==> src/rtl/cpu_io_pkg.sv <==
// Shared definitions for the CPU I/O port blocks: port address default,
// serial frame geometry and the transmitter state encoding.
package cpu_io_pkg;

  localparam logic [7:0] IO_ADDR_DEFAULT = 8'hFF;

  // 8N1 frame: start + 8 data + stop.
  localparam int FRAME_BITS = 10;
  localparam int DATA_BITS  = FRAME_BITS - 2;

  typedef enum logic [1:0] {
    IDLE  = 2'd0,
    START = 2'd1,
    DATA  = 2'd2,
    STOP  = 2'd3
  } tx_state_t;

endpackage

==> src/rtl/baud_tick.sv <==
// Free-running bit-period counter: counts 0..CLKS_PER_BIT-1 and flags the
// last cycle of each bit. Held at zero while clr is asserted.
module baud_tick #(
  parameter int CLKS_PER_BIT = 16
) (
  input  logic clock,
  input  logic nclear,
  input  logic clr,
  output logic tick_out
);

  localparam int            CW   = (CLKS_PER_BIT > 1) ? $clog2(CLKS_PER_BIT) : 1;
  localparam logic [CW-1:0] LAST = CW'(CLKS_PER_BIT - 1);

  logic [CW-1:0] count;

  // NOTE: sequential state always uses non-blocking (<=) so every flop
  // samples the pre-edge value of every other flop.
  always_ff @(posedge clock or negedge nclear) begin
    if (!nclear) begin
      count <= '0;
    end else if (clr || tick_out) begin
      count <= '0;
    end else begin
      count <= count + 1'b1;
    end
  end

  assign tick_out = (count == LAST);

endmodule

==> src/rtl/serial_tx_port.sv <==
// Memory-mapped 8N1 serial transmitter for the CPU's I/O address, with a
// one-byte holding buffer so a second store can be queued mid-frame.
module serial_tx_port
  import cpu_io_pkg::*;
#(
  parameter int         CLKS_PER_BIT = 16,
  parameter logic [7:0] IO_ADDR      = IO_ADDR_DEFAULT
) (
  input  logic       clock,
  input  logic       nclear,
  input  logic [7:0] addr,
  input  logic [7:0] din,
  input  logic       we,
  output logic       serial_out,
  output logic       busy,
  output logic       hold_full,
  output logic       overrun,
  output logic       tx_done
);

  localparam logic [2:0] LAST_BIT = 3'(DATA_BITS - 1);

  tx_state_t  state, state_next;
  logic [7:0] shift;
  logic [7:0] hold;
  logic [2:0] bit_idx;
  logic       bit_end;
  logic       wr;

  assign wr = we && (addr == IO_ADDR);

  baud_tick #(
    .CLKS_PER_BIT(CLKS_PER_BIT)
  ) u_baud (
    .clock    (clock),
    .nclear   (nclear),
    .clr      (state == IDLE),
    .tick_out (bit_end)
  );

  always_ff @(posedge clock or negedge nclear) begin
    if (!nclear) begin
      state <= IDLE;
    end else begin
      state <= state_next;
    end
  end

  // NOTE: every combinational output gets a default first, so no path
  // through the case can leave it unassigned and infer a latch.
  always_comb begin
    state_next = state;
    case (state)
      IDLE:  if (wr) state_next = START;
      START: if (bit_end) state_next = DATA;
      DATA:  if (bit_end && bit_idx == LAST_BIT) state_next = STOP;
      STOP:  if (bit_end) state_next = (hold_full || wr) ? START : IDLE;
      default: state_next = IDLE;
    endcase
  end

  always_comb begin
    serial_out = 1'b1;
    tx_done    = 1'b0;
    busy       = (state != IDLE) || hold_full;
    case (state)
      START:   serial_out = 1'b0;
      DATA:    serial_out = shift[0];
      STOP:    tx_done    = bit_end;
      default: ;
    endcase
  end

  // Shift register, bit index, holding buffer and sticky overrun.
  always_ff @(posedge clock or negedge nclear) begin
    if (!nclear) begin
      shift     <= '0;
      hold      <= '0;
      hold_full <= 1'b0;
      overrun   <= 1'b0;
      bit_idx   <= '0;
    end else begin
      case (state)
        IDLE:  if (wr) shift <= din;
        START: if (bit_end) bit_idx <= '0;
        DATA: begin
          if (bit_end) begin
            shift <= {1'b0, shift[7:1]};
            if (bit_idx != LAST_BIT) bit_idx <= bit_idx + 1'b1;
          end
        end
        default: ;
      endcase

      // At the stop-bit boundary the buffered byte (or a coincident store)
      // feeds the next frame directly, so a store here is never an overrun.
      if (state == STOP && bit_end) begin
        if (hold_full) begin
          shift <= hold;
          if (wr) hold <= din;
          else    hold_full <= 1'b0;
        end else if (wr) begin
          shift <= din;
        end
      end else if (wr && state != IDLE) begin
        if (!hold_full) begin
          hold      <= din;
          hold_full <= 1'b1;
        end else begin
          overrun <= 1'b1;
        end
      end
    end
  end

endmodule

==> config.mk <==
export PLATFORM = sky130hd
export DESIGN_NAME = serial_tx_port
export DESIGN_NICKNAME = d
export VERILOG_FILES = /design/src/rtl/cpu_io_pkg.sv /design/src/rtl/baud_tick.sv /design/src/rtl/serial_tx_port.sv
export SDC_FILE = /design/constraint.sdc
export NUM_CORES = 1
export LEC_CHECK = 0
export ABC_AREA = 1
export CORE_MARGIN = 2
export CORE_UTILIZATION = 30
export CTS_CLUSTER_SIZE = 30
export DETAILED_ROUTE_END_ITERATION = 10
export PLACE_DENSITY = 0.55
export SYNTH_ARGS = -nofsm -noshare
export SYNTH_HDL_FRONTEND = slang
export SYNTH_SLANG_ARGS = --single-unit
==> constraint.sdc <==
create_clock -name clock -period 2.5 [get_ports clock]
set_input_delay 0.375 -clock clock [delete_from_list [all_inputs] [get_ports clock]]
set_output_delay 0.375 -clock clock [all_outputs]
set_load 0.02 [all_outputs]
==> Word-level counts from Yosys, hierarchy flattened <==
Cells that the tools add are included.
Widths: inputs -> output; s select.
{ "op_classes": {"n_bitwise": 1, "add_sub_neg": 2, "n_eq_ne": 16, "reduce_logical": 15, "mux": 28} }
{ "op_table": {"columns": ["cell", "n"], "rows": [
  ["$mux 8", 10],
  ["$ne 2x2->1 const B", 8],
  ["$pmux 8 s2", 1],
  ["$reduce_and 4->1", 3],
  ["$mux 3", 3],
  ["$eq 8x8->1 const B", 1],
  ["$mux 2", 4],
  ["$pmux 2 s4", 1],
  ["$mux 1", 6],
  ["$pmux 3 s2", 1],
  ["$reduce_bool 2->1", 3],
  ["$add 4x1->4 const B", 1],
  ["$eq 2x2->1 const B", 2],
  ["$eq 4x4->1 const B", 1],
  ["$logic_and 1x1->1", 4],
  ["$mux 4", 1],
  ["$add 3x1->3 const B", 1],
  ["$eq 3x3->1 const B", 1],
  ["$logic_or 1x1->1", 3],
  ["$ne 3x3->1 const B", 1],
  ["$reduce_and 3->1", 1],
  ["$eq 2x1->1 const B", 1],
  ["$logic_not 2->1", 1],
  ["$ne 2x1->1 const B", 1],
  ["2 further kinds", 2]
]} }
{ "word_totals": {"reg_bits": 27, "output_inout_bits": 5, "elab_cells": 69} }

==> Logic depth before layout (Yosys ltp) <==
{ "depth": {"ltp_word": 7, "depth_mapped": 10, "mapped_depth_nobuf": 10} }

==> Hierarchy <==
Synthesis repeated with hierarchy kept, for this count alone.
{ "hier_totals": {"hier_cells": 239, "area_unflattened_um2": 1754.2} }
{ "modules_own_cells": {"columns": ["module", "cells_each", "area_per_inst_um2", "instances"], "rows": [
  ["serial_tx_port", 220, 1561.5, 1],
  ["baud_tick", 19, 192.7, 1]
]} }

==> Worst setup path before layout <==
Ideal clock, no wire load.
{ "synth_path": {"path_kind": "register -> output", "startpoint": "register state[0]", "endpoint": "output serial_out", "stages_incl_launch_ff": 6, "path_slack_ns": 0.966, "required_time_ns": 2.125, "arrival_time_ns": 1.159, "path_cell_list": "dfrtp_1 -> inv_1 -> ha_1 -> inv_2 -> nand2_1 -> o21a_1"} }
{ "synth_via": {"elab_chain_len": 2, "word_cells_on_any_way": 3} }
{ "synth_rtl": {"columns": ["element", "line", "text"], "rows": [
  ["from (decl)", "serial_tx_port.sv:23", "tx_state_t state, state_next;"],
  ["from (signal assigned)", "serial_tx_port.sv:45", "state <= state_next;"],
  ["$eq 2x2->1 / $eq 2x1->1 (equally long branches)", "serial_tx_port.sv:66", "case (state)"],
  ["$pmux 1 s2 *", "serial_tx_port.sv:66", null],
  ["to (decl)", "serial_tx_port.sv:14", "output logic serial_out,"]
]} }
Every way passes the cells marked *; elsewhere a longest branch is shown, timed or not.

==> Worst setup path in the final report <==
Ends and elaborated chain as after synthesis.

==> results.yml <==
timing:
  timing.setup.tns_ps: 0
  rsz_0062_raised_after_global_routing: "false"
  timing.final.hold_violations: 0
  worst_pin_slew_ps: 456
  maxSlewHeadroom_pct: 69.6
  layout_min_cycle_time_ps: 2340
  fmax_ghz: 0.427
  portion_of_the_clock_cycle_consumed_by_the_worst_path_in_the_final_layout_pct: 93.8
  timing.hold.ws_ps: 465
  timing.clock.skew_ps: 3.93
  timing.final.max_slew_violations: 0
  setup_viol: 0
logic_synthesis:
  ys_seq_area_share_pct: 39.7
  mappedNetlistNets: 245
  yosys_register_bits: 27
  syn_area_per_cell_sq_um: 7.77
  synth_cell_type_count: 29
  syn-instance-count: 219
  synth_warnings: 0
  synth_area_sq_mm: 0.00170
cts:
  tritoncts: "built"
  cts_buffer_depth: 2
  cts-buffers-inserted: 3
  cts_sinks: 27
  h-tree-depth: 1
  path_clk_slew_ps: 90
  cts_post_setup_buffers_inserted: 0
  clkLatencyLatePin_ps: 270
  clock_tree.root_cell: "sky130_fd_sc_hd__clkbuf_8"
route:
  drcViolationCount: 0
  ant_nets: 0
  met2RoutedLength_microns: 1520
  vias: 1390
  route.detailed.wl_per_inst_microns: 10.8
  initialDrtViolationCount: 63
  wl_met1_microns: 1800
  highest_layer: "met4"
  drt-vias-per-instance: 4.37
  met3RoutedLength_microns: 75
  firstDrtPassIters: 4
  drt_wl_total_microns: 3430
power_and_ir_drop:
  power_switching_share_pct: 38.1
  power.density_cell_area_mw_per_mm2: 607
  max-vdd-ir-drop_mv: 0.330
  power_spent_charging_and_discharging_nets_mw: 0.479
  comb_power_share_pct: 38.9
  leakage_nw: 1.03
  clockPowerShare_pct: 19.7
  p_int_mw: 0.779
  seq_power_share_pct: 41.4
floorplan:
  die_area_sq_mm: 0.00629
  die-width_microns: 79.3
  num_ports: 24
  placeableCoreArea_sq_mm: 0.00551
  initial_utilization_pct: 30.9
  floorplan.rows: 27
  die_h_microns: 79.3
final_layout:
  layout.core_utilization_pct: 37.6
  mostFrequentLayoutCell: "sky130_fd_sc_hd__nand2_1"
  diodes: 0
  final_nets: 273
  sequential_cell_area_sq_um: 676
  multi_input_comb_area_sq_um: 947
  design_area_sq_mm: 0.00207
  layout.cells.most_common_list: "sky130_fd_sc_hd__nand2_1 (98), sky130_fd_sc_hd__dfrtp_1 (27), sky130_fd_sc_hd__clkdlybuf4s50_1 (23)"
  post_route_cells_drive_above_1_share_pct: 15.0
  synthToLayoutAreaGrowth_pct: 21.8
  number_of_fillers_in_the_final_layout: 576
  fin_cells: 318
worst_setup_path:
  start_kind: "register"
  timing_worst_setup_path_type: "register to output port"
  sequence_of_cells_on_the_critical_path: "inv_1 -> ha_2 -> inv_2 -> nand2_1 -> o21a_1 -> clkdlybuf4s50_1"
  timing.critical_path.fanout_max: 5
  end_kind: "output port"
  crit_required_ps: 2120
  worst_path_max_delay_cell: "sky130_fd_sc_hd__clkdlybuf4s50_1"
  critPathArrivalTime_ps: 1970
  cp_slowest_stage_delay_ps: 590
placed_design:
  io_buffer_count: 23
  placed_cells: 314
  place_area_sq_mm: 0.00202
  post_detail_place_hpwl_microns: 2570
  gp_congestion: 0.745
grt:
  grt-ovfl-total: 0
  first_pass_grt_wire_length_microns: 5910
  antenna_found_initial: 0
  grt_max_degree: 28
  vias_in_the_first_global_route: 1320
  gr-usage-all-layers_pct: 11.6
job:
  max_capacitance_violation_total: 0
run_status:
  run_status: "complete, no violations"
min_path:
  hold_class: "register to register"
flip-flops by register name, indices dropped and copies added, names as in the netlist:
name          cells
hold              8
shift             8
u_baud.count      4
bit_idx           3
state             2
hold_full         1
overrun           1
logic make-up (layout without fill, tap and decap cells):
group                    Yosys count  after routing  share of synthesized area (%)
AND/OR/NAND/NOR                  145            145                           41.2
flip-flops                        27             27                           39.7
AO/OA/AOI/OAI                     22             22                           8.68
buffers and inverters             17             44                           4.78
adder cells (fa/ha/maj)            7              7                           5.15
XOR/XNOR                           1              1                          0.515
Yosys cell counts, drive strengths merged:
cell    number  share of area [%]
a21oi        5                3.0
buf          2               0.74
clkinv       2                1.2
dfrtp       27                 40
ha           7                5.1
inv         13                2.9
nand2      104                 26
nand3        6                3.2
nand4        9                3.3
nor2        25                8.4
o21a         2               0.88
o21ai       14                4.3
o21bai       1               0.44
or2          1               0.51
xor2         1               0.51
power by group through the flow:
| stage | registers (mW) | logic [mW] | clock network (mW) |
|---|---|---|---|
| finish | 0.521 | 0.489 | 0.248 |
| global route | 0.526 | 0.543 | 0.280 |
| CTS | 0.520 | 0.492 | 0.266 |
| detailed placement | 0.528 | 0.490 | 0 |
| global placement | 0.526 | 0.490 | 0 |
| floorplan | 0.522 | 0.346 | 0 |
critical path, delay by kind of cell, from the launching register on:
family	cells	cell delay, ps
adders and majority gates	1	240
and+or+nand+nor	1	120
buffers and inverters	3	760
AOI/OAI and AO/OA	1	130
DFF	1	440
metal layers:
metal	up-vias	global-route usage, %
met3	2	1.36
met2	16	19.0
met5	-	0
met4	0	3.10
met1	614	16.2
li1	758	-
cell type report:
type	instances	area share (%)
repair buffers	25	11.8
clock buffers	4	2.17
well taps	72	4.35
multi-input cells	175	45.7
flip-flops and latches	27	32.6
inverters	15	3.32
through the flow:
step                      setup slack [ps]  power [mW]
after floorplan                        966       0.868
after global placement                 436        1.02
after detailed placement               413        1.02
after CTS                             90.3        1.28
after global routing                  62.9        1.35
final                                  156        1.26
repair_timing:
item,4_1_cts,5_1_grt
hold buffers,0,0
setup endpoints to repair,0,1
gates resized for setup,0,1
endpoints found under the hold margin,0,0
path summary, 6_finish.rpt:
path	start	to	slack, ps	depth (start not counted)
worst max-delay path	state[0]	serial_out	160	6
worst min-delay path	u_baud.count[0]	u_baud.count[0]	470	1
worst max register to register	hold_full	hold[1]	820	6
worst min register to register	u_baud.count[0]	u_baud.count[0]	470	1
max in group asynchronous	nclear	hold[5]	1740	2
min in group asynchronous	nclear	hold_full	490	2
Power figures use the tool's default switching activity.
